File: src/rtl/pipe_ctrl_pkg.sv
// Shared types and constants for the ID/EX hazard controller and its forwarding units.
package pipe_ctrl_pkg;

  typedef enum logic [1:0] {
    RUN,
    STALL,
    FLUSH
  } hz_state_t;

  typedef enum logic [1:0] {
    FWD_RF  = 2'b00,
    FWD_EX  = 2'b01,
    FWD_MEM = 2'b10
  } fwd_sel_t;

  localparam logic [4:0] ALU_NOP = 5'd0;

  function automatic int unsigned max_u(input int unsigned a, input int unsigned b);
    return (a > b) ? a : b;
  endfunction

endpackage

File: src/rtl/fwd_unit.sv
// Combinational operand forwarding select for one ID source operand.
module fwd_unit
  import pipe_ctrl_pkg::*;
#(
  parameter int unsigned REG_AW = 5
) (
  input  logic [REG_AW-1:0] rs_i,
  input  logic [REG_AW-1:0] ex_rd_i,
  input  logic              ex_we_i,
  input  logic              ex_is_load_i,
  input  logic [REG_AW-1:0] mem_rd_i,
  input  logic              mem_we_i,
  input  logic              kill_i,
  output fwd_sel_t          sel_o
);

  logic ex_hit;
  logic mem_hit;

  // A load result is not available in EX, so it is never a forwarding source.
  assign ex_hit  = ex_we_i & ~ex_is_load_i & (ex_rd_i != '0) & (ex_rd_i == rs_i);
  assign mem_hit = mem_we_i & (mem_rd_i != '0) & (mem_rd_i == rs_i);

  always_comb begin
    sel_o = FWD_RF;
    if (!kill_i) begin
      if (ex_hit) begin
        sel_o = FWD_EX;
      end else if (mem_hit) begin
        sel_o = FWD_MEM;
      end
    end
  end

endmodule

File: src/rtl/id_ex_hazard_ctrl.sv
// ID/EX pipeline sequencing: load-use stalls, redirect flushes, operand forwarding selects.
// Optional perf counters are built when HAZARD_PERF_CNT_EN is defined.
module id_ex_hazard_ctrl
  import pipe_ctrl_pkg::*;
#(
  parameter int unsigned REG_AW            = 5,
  parameter int unsigned LOAD_STALL_CYCLES = 1,
  parameter int unsigned FLUSH_CYCLES      = 2
`ifdef HAZARD_PERF_CNT_EN
  ,
  parameter int unsigned CNT_W             = 16
`endif
) (
  input  logic              clk,
  input  logic              rst,
  input  logic [REG_AW-1:0] ID_rs_a,
  input  logic [REG_AW-1:0] ID_rs_b,
  input  logic              ID_uses_a,
  input  logic              ID_uses_b,
  input  logic [REG_AW-1:0] EX_rd,
  input  logic              EX_RF_WE,
  input  logic              EX_is_load,
  input  logic [REG_AW-1:0] MEM_rd,
  input  logic              MEM_RF_WE,
  input  logic              EX_ret_enable,
  input  logic              EX_branch_taken,
  output logic              IF_stall,
  output logic              ID_EX_bubble,
  output logic              IF_ID_flush,
  output logic [1:0]        fwd_sel_a,
  output logic [1:0]        fwd_sel_b,
  output logic              busy
`ifdef HAZARD_PERF_CNT_EN
  ,
  output logic [CNT_W-1:0]  stall_count,
  output logic [CNT_W-1:0]  flush_count
`endif
);

  localparam int unsigned CNT_MAX = max_u(LOAD_STALL_CYCLES, FLUSH_CYCLES);
  localparam int unsigned CW      = $clog2(CNT_MAX) + 1;

  // cnt holds the bubbles still owed after the current one, minus one.
  localparam logic [CW-1:0] STALL_RELOAD = (LOAD_STALL_CYCLES > 1) ? CW'(LOAD_STALL_CYCLES - 2) : '0;
  localparam logic [CW-1:0] FLUSH_RELOAD = (FLUSH_CYCLES > 1) ? CW'(FLUSH_CYCLES - 2) : '0;

  hz_state_t     state_q, state_d;
  logic [CW-1:0] cnt_q, cnt_d;

  logic     hz_lu;
  logic     redir;
  logic     stall_raw;
  logic     flush_raw;
  logic     kill;
  fwd_sel_t sel_a;
  fwd_sel_t sel_b;

  assign hz_lu = EX_is_load & EX_RF_WE & (EX_rd != '0)
               & ((ID_uses_a & (ID_rs_a == EX_rd)) | (ID_uses_b & (ID_rs_b == EX_rd)));
  assign redir = EX_ret_enable | EX_branch_taken;

  always_comb begin
    state_d   = state_q;
    cnt_d     = cnt_q;
    stall_raw = 1'b0;
    flush_raw = 1'b0;
    unique case (state_q)
      RUN: begin
        if (redir) begin
          flush_raw = 1'b1;
          if (FLUSH_CYCLES > 1) begin
            state_d = FLUSH;
            cnt_d   = FLUSH_RELOAD;
          end
        end else if (hz_lu) begin
          stall_raw = 1'b1;
          if (LOAD_STALL_CYCLES > 1) begin
            state_d = STALL;
            cnt_d   = STALL_RELOAD;
          end
        end
      end
      STALL: begin
        if (redir) begin
          // Redirect wins: the stalled instruction is on the wrong path anyway.
          flush_raw = 1'b1;
          if (FLUSH_CYCLES > 1) begin
            state_d = FLUSH;
            cnt_d   = FLUSH_RELOAD;
          end else begin
            state_d = RUN;
          end
        end else begin
          stall_raw = 1'b1;
          if (cnt_q == '0) begin
            state_d = RUN;
          end else begin
            cnt_d = cnt_q - CW'(1);
          end
        end
      end
      FLUSH: begin
        flush_raw = 1'b1;
        if (redir) begin
          if (FLUSH_CYCLES > 1) begin
            cnt_d = FLUSH_RELOAD;
          end else begin
            state_d = RUN;
          end
        end else if (cnt_q == '0) begin
          state_d = RUN;
        end else begin
          cnt_d = cnt_q - CW'(1);
        end
      end
      default: begin
        state_d = RUN;
        cnt_d   = '0;
      end
    endcase
  end

  always_ff @(posedge clk or posedge rst) begin
    if (rst) begin
      state_q <= RUN;
      cnt_q   <= '0;
    end else begin
      state_q <= state_d;
      cnt_q   <= cnt_d;
    end
  end

  assign IF_stall     = stall_raw & ~rst;
  assign IF_ID_flush  = flush_raw & ~rst;
  assign ID_EX_bubble = (stall_raw | flush_raw) & ~rst;
  assign busy         = (state_q != RUN) & ~rst;
  assign kill         = ID_EX_bubble | rst;

  fwd_unit #(
    .REG_AW(REG_AW)
  ) u_fwd_a (
    .rs_i        (ID_rs_a),
    .ex_rd_i     (EX_rd),
    .ex_we_i     (EX_RF_WE),
    .ex_is_load_i(EX_is_load),
    .mem_rd_i    (MEM_rd),
    .mem_we_i    (MEM_RF_WE),
    .kill_i      (kill),
    .sel_o       (sel_a)
  );

  fwd_unit #(
    .REG_AW(REG_AW)
  ) u_fwd_b (
    .rs_i        (ID_rs_b),
    .ex_rd_i     (EX_rd),
    .ex_we_i     (EX_RF_WE),
    .ex_is_load_i(EX_is_load),
    .mem_rd_i    (MEM_rd),
    .mem_we_i    (MEM_RF_WE),
    .kill_i      (kill),
    .sel_o       (sel_b)
  );

  assign fwd_sel_a = sel_a;
  assign fwd_sel_b = sel_b;

`ifdef HAZARD_PERF_CNT_EN
  logic [CNT_W-1:0] stall_cnt_q;
  logic [CNT_W-1:0] flush_cnt_q;

  always_ff @(posedge clk or posedge rst) begin
    if (rst) begin
      stall_cnt_q <= '0;
      flush_cnt_q <= '0;
    end else begin
      if (IF_stall && (stall_cnt_q != '1)) begin
        stall_cnt_q <= stall_cnt_q + CNT_W'(1);
      end
      if (IF_ID_flush && (flush_cnt_q != '1)) begin
        flush_cnt_q <= flush_cnt_q + CNT_W'(1);
      end
    end
  end

  assign stall_count = stall_cnt_q;
  assign flush_count = flush_cnt_q;
`endif

endmodule

File: config.mk
export PLATFORM = sky130hd
export DESIGN_NAME = id_ex_hazard_ctrl
export DESIGN_NICKNAME = d
export VERILOG_FILES = /design/src/rtl/pipe_ctrl_pkg.sv /design/src/rtl/fwd_unit.sv /design/src/rtl/id_ex_hazard_ctrl.sv
export SDC_FILE = /design/constraint.sdc
export NUM_CORES = 1
export LEC_CHECK = 0
export ABC_AREA = 1
export CAP_MARGIN = 25
export CORE_MARGIN = 3
export CORE_UTILIZATION = 40
export CTS_CLUSTER_SIZE = 24
export DETAILED_ROUTE_END_ITERATION = 10
export PLACE_DENSITY = 0.71
export SLEW_MARGIN = 30
export SYNTH_ARGS = -nofsm -noshare
export SYNTH_HDL_FRONTEND = slang
export SYNTH_HIERARCHICAL = 1
export SYNTH_SLANG_ARGS = --single-unit
File: constraint.sdc
create_clock -name clk -period 2.9 [get_ports clk]
set_input_delay 0.58 -clock clk [delete_from_list [all_inputs] [get_ports clk]]
set_output_delay 0.58 -clock clk [all_outputs]
set_load 0.05 [all_outputs]
== After elaboration in Yosys (flattened, before gate mapping) ==
Cells that the tools add are included.

* Flip-flop bits (word level): 4
* Output and inout bits: 8
* Logic and storage cells: 66
* Bits of input ports: 29

* $add $sub $neg: 1
* Mux-type cells: 21
* Bitwise gates (word level): 22
* Reductions and logical operators: 9
* Equality and inequality tests: 11

{| class="wikitable"
|+ Operator list
! kind !! count
|-
| 5-bit equality test || 6
|-
| 2-bit 2-to-1 mux || 13
|-
| 1-bit bitwise AND || 16
|-
| 5-bit nonzero test || 2
|-
| 2-bit case mux with 3 select lines || 1
|-
| 2-bit zero test || 2
|-
| 1-bit 2-to-1 mux || 4
|-
| 2-bit inequality test (second input constant) || 2
|-
| 1-bit bitwise OR || 4
|-
| 1-bit case mux with 2 select lines || 2
|-
| 2-bit case mux with 2 select lines || 1
|-
| 2-bit AND reduction || 2
|-
| 2-bit OR reduction || 2
|-
| 3-bit inequality test (second input constant) || 1
|-
| 2-bit by 1-bit equality test with 1-bit output (second input constant) || 1
|-
| 2-bit equality test (second input constant) || 1
|-
| 1-bit inverter || 2
|-
| 2-bit nonzero test || 1
|-
| 2-bit by 1-bit subtractor with 2-bit output (second input constant) || 1
|}

== Depth between registers and ports, before layout ==
Gate-level depths: netlist of the first run.

* Word-level depth: 11
* Gate-level depth with buffers: 13
* Mapped depth without buffers: 13

== Cells and area by module ==
The synthesis of the first run kept the hierarchy.

{| class="wikitable"
|+ By module, submodules not included
! module !! area each (µm²) !! cells each !! times used !! seq. area each (µm²)
|-
| id_ex_hazard_ctrl || 584.3 || 107 || 1 || 100.1
|-
| fwd_unit || 259.0 || 59 || 2 || 0.0
|}

== Worst setup path after synthesis of the first run ==
OpenSTA, ideal clock, no wires.

* Path type: input port to output port
* From: input EX_rd[2]
* To: output fwd_sel_a[1]
* Stages: 9
* Path buffers: 0
* Slack: 192 ps
* Data arrival time: 2,128 ps
* Data required time: 2,320 ps
* Path through: nor3_1 > a21oi_2 > nand2_1 > nand4_1 > a21oi_1 > nand2_1 > nor2_1 > nand3_1 > nor2_1

* Longest elaborated chain between the ends: 11
* Elaborated cells on any way between the ends: 19
* Classes of those cells: eq/ne (3); mux (5); bitwise (10); reduce/logical (1)

{| class="wikitable"
|+ RTL lines
! item !! line !! text
|-
| start, declared || id_ex_hazard_ctrl.sv:20 || <nowiki>input logic [REG_AW-1:0] EX_rd,</nowiki>
|-
| 5-bit equality test || id_ex_hazard_ctrl.sv:59 || <nowiki>& ((ID_uses_a & (ID_rs_a == EX_rd)) | (ID_uses_b & (ID_rs_b == EX_rd)));</nowiki>
|-
| 1-bit bitwise AND || id_ex_hazard_ctrl.sv:59 ||
|-
| 1-bit bitwise OR || id_ex_hazard_ctrl.sv:59 ||
|-
| 1-bit bitwise AND * || id_ex_hazard_ctrl.sv:59 ||
|-
| 1-bit 2-to-1 mux * || id_ex_hazard_ctrl.sv:75 || <nowiki>end else if (hz_lu) begin</nowiki>
|-
| 1-bit 2-to-1 mux * || id_ex_hazard_ctrl.sv:69 || <nowiki>if (redir) begin</nowiki>
|-
| 1-bit case mux with 2 select lines * || id_ex_hazard_ctrl.sv:67 || <nowiki>unique case (state_q)</nowiki>
|-
| 1-bit bitwise OR * || id_ex_hazard_ctrl.sv:135 || <nowiki>assign ID_EX_bubble = (stall_raw | flush_raw) & ~rst;</nowiki>
|-
| 1-bit bitwise AND * || id_ex_hazard_ctrl.sv:135 ||
|-
| 1-bit bitwise OR * || id_ex_hazard_ctrl.sv:137 || <nowiki>assign kill = ID_EX_bubble | rst;</nowiki>
|-
| via kill || id_ex_hazard_ctrl.sv:54 || <nowiki>logic kill;</nowiki>
|-
| 2-bit 2-to-1 mux * || fwd_unit.sv:26 || <nowiki>if (!kill_i) begin</nowiki>
|-
| end, declared || id_ex_hazard_ctrl.sv:30 || <nowiki>output logic [1:0] fwd_sel_a,</nowiki>
|}

Mark *: on every way through the listed nets, which the timed path passes. The rest lies on a longest branch.

== Worst setup path after layout of the first run ==
* From: input ID_rs_a[3]
* To: output fwd_sel_a[1]

* Longest elaborated chain between the ends: 11
* Elaborated cells on any way between the ends: 17
* Classes of those cells: eq/ne (3); mux (6); bitwise (8)

{| class="wikitable"
|+ RTL lines
! item !! line !! text
|-
| start, declared || id_ex_hazard_ctrl.sv:16 || <nowiki>input logic [REG_AW-1:0] ID_rs_a,</nowiki>
|-
| 5-bit equality test || id_ex_hazard_ctrl.sv:59 ||
|-
| 1-bit bitwise AND || id_ex_hazard_ctrl.sv:59 ||
|-
| 1-bit bitwise OR || id_ex_hazard_ctrl.sv:59 ||
|-
| 1-bit bitwise AND || id_ex_hazard_ctrl.sv:59 ||
|-
| 1-bit 2-to-1 mux || id_ex_hazard_ctrl.sv:75 ||
|-
| 1-bit 2-to-1 mux || id_ex_hazard_ctrl.sv:69 ||
|-
| 1-bit case mux with 2 select lines || id_ex_hazard_ctrl.sv:67 ||
|-
| 1-bit bitwise OR || id_ex_hazard_ctrl.sv:135 ||
|-
| 1-bit bitwise AND || id_ex_hazard_ctrl.sv:135 ||
|-
| 1-bit bitwise OR || id_ex_hazard_ctrl.sv:137 ||
|-
| via kill || id_ex_hazard_ctrl.sv:54 ||
|-
| 2-bit 2-to-1 mux || fwd_unit.sv:26 ||
|}

The timed path passes the listed nets, and every way through them passes these cells.

==> key figures, run 1 <==
STA
  • Post-route setup slack: 0.179 ns
  • FMAX: 368 MHz
  • Final hold vios: 0
  • Final setup vio count: 0
  • Max Transition Viols Final: 0
  • Fin crit period: 2.72 ns
  • Hold WS: 0.534 ns
  • Headroom to the max-slew limit: 0.826
  • Skew final: 0.00747 ns
  • RSZ-0062 raised after global routing: false
  • Final period util: 0.938
  • Worst slew pin tran: 0.260 ns

Min path
  • Hold_sp: cnt_q[0]
  • Min-Delay Path Depth: 2
  • Hold crit path type: reg2reg
  • Hold Crit Endpoint: cnt_q[0]

Clock tree
  • TritonCTS Sinks: 4
  • Hold-fix buffers, CTS: 0
  • Deepest clock path buffer count: 2
  • CTS tree: done
  • CTS H-tree lvls: 1
  • Clk slew on worst S/H paths: 0.04 ns
  • Root Driver: clkbuf_4
  • Clk_lat worst skew: 0.23 ns
  • Num CTS Buffers: 3

Drt
  • # DRC: 0
  • Vias: around 1500
  • Antenna Nets Post-Route: 0
  • Drt pass-1 iters: 4
  • DR WL/cell: roughly 10 um
  • Final WL: 3280 um
  • Iteration-0 DRC Markers: 82
  • Vias per cell: 4.61

Logic synthesis
  • Post-synth top cells: nand2_1, inv_1, nor2_1, inv_2, nand3_1
  • Post-synth top area cell: nand2_1
  • Post-synth cell types: 20
  • Average instance area after synthesis: 4.90 um^2
  • Gate Count Post-Synth: 225
  • Syn Nets: 259
  • Number of synthesized register bits: 4
  • Netlist Area Pre-Place: 1100 um^2
  • Synth top area share: 0.300
  • Top post-synthesis cells by area: nand2_1, inv_1, dfrtp_1, nor2_1, inv_2
  • Post-synth top flop: dfrtp_1
  • EDFF count, synth: 0
  • Top-count cell post-synth: nand2_1
  • Register area share after synthesis: 0.0908
  • Yosys warnings: 6
  • Async set or reset register ratio after synthesis: 1.00

Place
  • Placed cells: around 310
  • GP Congestion: 0.881
  • Placed Area: 1730 um^2
  • Place WS: -0.179 ns
  • PortBufs: 36
  • DP HPWL: between 2000 and 3000 um

Die
  • # IOs: 37
  • Die Y: 58.5 um
  • DIE AREA: 3420 um^2
  • CORE AREA: around 2500 um^2
  • Starting Density: 0.433
  • Die W: 58.5 um
  • Site Rows: 18

Worst setup path
  • Worst r2r src: cnt_q[0]
  • Flop2flop setup slack: 1.62 ns
  • CP endpoint kind: output port
  • R2r endpoint: state_q[1]
  • Crit path launch type: input pin
  • Reg2reg path depth: 6
  • Worst path arrival time: 2.14 ns
  • CP max FO: 3
  • Setup CP Type: in2out
  • Crit path required time: 2.32 ns

Cells and area
  • # diodes: 0
  • Layout cell share with drive strength beyond 1: 0.287
  • Post-Layout Cell Count: approximately 320
  • Synth-to-Final Area Change: 58.9%
  • Filler instances: 245
  • Finished Cell Area: around 1800 um^2
  • Nets: ~320

Pwr
  • Worst VDD drop: 0.489 mV
  • Leak: about 1.1 nW
  • Pwr dens: 274 nW/um^2

Global routing
  • Total gr overflow: 0
  • Largest net degree at the start of global routing: 8
  • Initial antenna violation count: 0
  • All-Layer GR Usage: 0.193
  • First-pass GRT wire length: about 5300 um
  • Vias in the first global route: 1257

Outcome
  • Status: complete, no violations

Run
  • Max-cap violations: 0
sequential cells by signal (all words and copies together) (netlist names):
register / flops
state_q: 2
cnt_q: 2
worst max-delay path by stage:
stage,to,depth (start not counted),slack [ns],startpoint
after floorplan,fwd_sel_a[1],9,0.19,EX_rd[2]
after detailed placement,fwd_sel_a[1],14,-0.18,EX_rd[1]
after global routing,fwd_sel_b[1],15,0.005,ID_rs_a[3]
final,fwd_sel_a[1],15,0.18,ID_rs_a[3]
after global placement,fwd_sel_a[1],11,-0.16,EX_rd[2]
after CTS,fwd_sel_a[1],14,0.02,ID_rs_b[2]
final cells by class:
class | count | area [um^2] | area share
multi-input combinational | 164 | 798 | 0.456
timing repair buffer | 58 | 578 | 0.330
inverter | 57 | 215 | 0.123
sequential | 4 | 100 | 0.0571
tap | 30 | 37.5 | 0.0214
clock buffer | 3 | 22.5 | 0.0129
per-stage QoR:
stage / power, W / utilization / TNS, ns
2_1_floorplan: 0.000275 / - / 0
3_3_place_gp: 0.000414 / 0.678 / -0.431
3_5_place_dp: 0.000415 / 0.678 / -0.429
4_1_cts: 0.000482 / 0.683 / 0
5_1_grt: 0.000527 / 0.688 / 0
6_report: 0.000480 / 0.688 / 0
cells by family after synthesis:
kind of cell	share of synthesized area
adder cells (fa/ha/maj)	0.0568
AO/OA/AOI/OAI	0.0908
AND/OR/NAND/NOR	0.566
flip-flops	0.0908
buffers and inverters	0.195
repair_timing:
| action | in CTS | in global routing |
|---|---|---|
| setup endpoints to repair | 4 | 4 |
| buffers inserted | 0 | 1 |
| resized for setup | 13 | 31 |
| pin swaps | 2 | 18 |
worst max-delay path: stages:
cell,delay [ns]
clkdlybuf4s15_1,0.20
inv_1,0.07
nand2_1,0.05
nand2_1,0.06
nor2_1,0.05
nand3_1,0.07
nand2_1,0.05
nand2_1,0.07
nand4_1,0.18
a21oi_1,0.16
nand2_1,0.08
nor2_2,0.10
nand3_1,0.10
nor2_2,0.17
buf_12,0.15
routing by layer:
layer | wire length [um] | track usage | vias up | part of all wire
met1 | 1610 | 0.270 | 613 | 0.49
met3 | 221 | 0.0307 | 0 | 0.067
met4 | 0 | 0.0265 | 0 | 0
li1 | - | - | 792 | -
met2 | 1450 | 0.319 | 51 | 0.44
met5 | 0 | 0 | - | 0
cell usage in the layout, fill, tap and decap left out:
cell | Yosys | routed
a21oi_1 | 6 | 6
a21oi_2 | 3 | 3
buf_12 | 0 | 7
buf_4 | 0 | 23
clkbuf_2 | 0 | 8
clkbuf_4 | 0 | 3
clkdlybuf4s15_1 | 0 | 3
clkdlybuf4s50_1 | 0 | 7
clkinv_2 | 1 | 1
dfrtp_1 | 4 | 4
dlymetal6s2s_1 | 0 | 10
ha_1 | 5 | 5
inv_1 | 39 | 39
inv_2 | 17 | 17
nand2_1 | 88 | 88
nand3_1 | 10 | 10
nand3_2 | 2 | 2
nand4_1 | 3 | 3
nor2_1 | 23 | 20
nor2_2 | 9 | 12
nor2_4 | 1 | 1
nor3_1 | 1 | 1
nor3_2 | 4 | 4
o21ai_1 | 6 | 5
o21ai_2 | 0 | 1
o21bai_1 | 1 | 1
o22ai_1 | 1 | 1
or2_1 | 1 | 1
report_power, final:
part	internal, W	switching [W]
clock network	0.0000462	0.0000220
logic	0.000139	0.000194
registers	0.0000699	0.00000851
Power figures use the tool's default switching activity.
==> run 2: changes to the inputs <==
- CORE_UTILIZATION: 40 -> 35
- PLACE_DENSITY: 0.71 -> 0.63
==> run 2 against run 1 <==
  * Worst hold slack worse by 0.0020 ns
  * Clock-buffer cell count stayed put
  * Wire length is 0.12% lower
  * Utilization is 7.4 points lower
==> key figures, run 2 (synthesized netlist as in run 1, its figures left out) <==
STA
  • FMAX: 369 MHz (+0.48%)
  • Fin crit period: 2.71 ns (-0.0129 ns)
  • Skew final: 0.000147 ns (-0.00732 ns)
  • RSZ-0062 raised after global routing: false
  • Final hold vios: 0 (unchanged)
  • Hold WS: 0.532 ns (-0.00198 ns)
  • Final setup vio count: 0 (unchanged)
  • Final period util: 0.934 (-0.00446)
  • Worst slew pin tran: 0.492 ns (+0.231 ns)
  • Max Transition Viols Final: 0 (unchanged)
  • Headroom to the max-slew limit: 0.671 (-0.154)

Die
  • # IOs: 37 (unchanged)
  • Site Rows: 19 (+1)
  • Die Y: 62.1 um (+6.2%)
  • DIE AREA: 3860 um^2 (+13%)
  • Starting Density: 0.383 (-0.0499)
  • CORE AREA: 2880 um^2 (+13%)
  • Die W: 62.1 um (+6.2%)

Worst setup path
  • Most frequent CP cell: nand4_1
  • Crit-path slowest cell: clkdlybuf4s50_1
  • Crit path required time: 2.32 ns (about the same)
  • CP top delay family: simple AND/OR/NAND/NOR gates
  • Setup CP Type: in2out
  • CP max FO: 3 (unchanged)
  • CP Cell Sequence: clkdlybuf4s50_1, nand4_1, a21oi_2, nand2_2, nand4_1, a21oi_1, nand2_1, nor2_1, nand3_1, nor2_2, buf_12
  • Crit path launch type: input pin
  • WP buf/inv: 2 (-1)
  • Worst path max stage delay: 0.45 ns (+0.25 ns)
  • CP endpoint kind: output port
  • Worst path arrival time: 2.13 ns (about the same)

Cells and area
  • # diodes: 0 (unchanged)
  • Fin util: 0.615 (-0.0737)
  • Synth-to-Final Area Change: 60.4%
  • Layout cell share with drive strength beyond 1: 0.274 (-0.0130)
  • Post-Layout Cell Count: 327 (+3.5%)
  • Largest regs: cnt_q x2, state_q x2
  • Most common cell after layout, fill and taps aside: nand2_1
  • Nets: 321 (-0.31%)
  • Most frequent cells in the layout: nand2_1, inv_1, nor2_1, buf_4, inv_2
  • Finished Cell Area: 1770 um^2 (+0.93%)

Place
  • Placed Area: 1740 um^2 (+1.0%)
  • PortBufs: 36 (unchanged)
  • Placed cells: 324 (+3.8%)
  • GP Congestion: 0.930 (+5.5%)
  • DP HPWL: 2880 um (+4.9%)

Global routing
  • Vias in the first global route: 1296 (+3.1%)
  • Total gr overflow: 0 (unchanged)
  • Largest net degree at the start of global routing: 8 (unchanged)
  • First-pass GRT wire length: 5540 um (+5.0%)
  • All-Layer GR Usage: 0.172 (-0.0214)
  • Initial antenna violation count: 0 (unchanged)

Pwr
  • Comb pwr share: 0.703 (+0.009)
  • Sequential share of power: 0.162 (about the same)
  • Sw Share: 0.460 (-0.00746)
  • Clock group share of total power: 0.135 (-0.007)
  • NetSw: 0.000220 W (-1.9%)
  • Overall Power: 0.000478 W (-0.35%)
  • Pwr dens: 270 nW/um^2 (-1.3%)
  • Internal power: 0.000258 W (+1.0%)
  • Leak: 1.12 nW (+1.1%)
  • Worst VDD drop: 0.340 mV (-30%)

Drt
  • Iteration-0 DRC Markers: 60 (-27%)
  • DR WL/cell: 10.0 um (-3.5%)
  • Vias per cell: 4.27 (-7.3%)
  • Final WL: 3270 um (-0.12%)
  • Drt pass-1 iters: 4 (unchanged)
  • Antenna Nets Post-Route: 0 (unchanged)
  • # DRC: 0 (unchanged)
  • Vias: 1397 (-4.1%)

Outcome
  • Status: complete, no violations

Run
  • Max-cap violations: 0 (unchanged)

Clock tree
  • Clk slew on worst S/H paths: 0.03 ns (about the same)
  • TritonCTS Sinks: 4 (unchanged)
  • CTS tree: done
  • Root Driver: clkbuf_4
  • CTS H-tree lvls: 1 (unchanged)
  • Clk_lat worst skew: 0.23 ns (about the same)
  • Hold-fix buffers, CTS: 0 (unchanged)
  • Deepest clock path buffer count: 2 (unchanged)
  • Num CTS Buffers: 3 (unchanged)

Min path
  • Hold crit path type: reg2reg
[run 2: final cells by class]
cell class	instances	area [um^2]
Clock buffer	3	22.5
Fill cell	291	1110
Inverter	57	215
Multi-Input combinational cell	164	795
Sequential cell	4	100
Tap cell	42	52.6
Timing Repair Buffer	57	583
[run 2: power by group through the flow]
stage          logic, W  clock network, W  registers [W]
6_report       0.000336         0.0000646      0.0000776
5_1_grt        0.000375         0.0000729      0.0000802
4_1_cts        0.000340         0.0000691      0.0000778
3_5_place_dp   0.000342                 0      0.0000785
3_3_place_gp   0.000341                 0      0.0000780
2_1_floorplan  0.000198                 0      0.0000774
[run 2: per-layer routing]
| layer | vias to the layer above | routed length, um | GRT usage |
|---|---|---|---|
| li1 | 788 | - | - |
| met1 | 578 | 1690 | 0.267 |
| met2 | 27 | 1370 | 0.250 |
| met3 | 4 | 171 | 0.0126 |
| met4 | 0 | 42 | 0.0497 |
| met5 | - | 0 | 0 |
[run 2: final timing paths]
| kind | to | depth (start not counted) | slack (ns) | from |
|---|---|---|---|---|
| worst min-delay path | cnt_q[1] | 2 | 0.53 | cnt_q[1] |
| worst min register to register | cnt_q[1] | 2 | 0.53 | cnt_q[1] |
| max in group asynchronous | cnt_q[1] | 2 | 2.17 | rst |
| min in group asynchronous | state_q[1] | 2 | 0.60 | rst |
| worst max register to register | state_q[1] | 6 | 1.62 | cnt_q[0] |
| worst max-delay path | fwd_sel_b[1] | 11 | 0.19 | EX_RF_WE |
[run 2: worst register-to-register path: stages (launching register included)]
cell and delay (ns):
dfrtp_1 0.31, inv_1 0.06, ha_1 0.22, or2_1 0.25, o21bai_1 0.14, o21ai_1 0.09, o22ai_1 0.13
[run 2: through the flow]
stage	TNS [ns]	setup WS, ns
6_report	0	0.192
5_1_grt	0	0.00217
4_1_cts	0	0.0107
3_5_place_dp	-0.234	-0.120
3_3_place_gp	-0.184	-0.102
2_1_floorplan	0	0.192
[run 2: what timing repair did]
action,CTS,global route
resized for setup,9,27
endpoints found under the setup margin,3,4
setup buffers,0,0
cloned,0,0
pin swaps,0,9
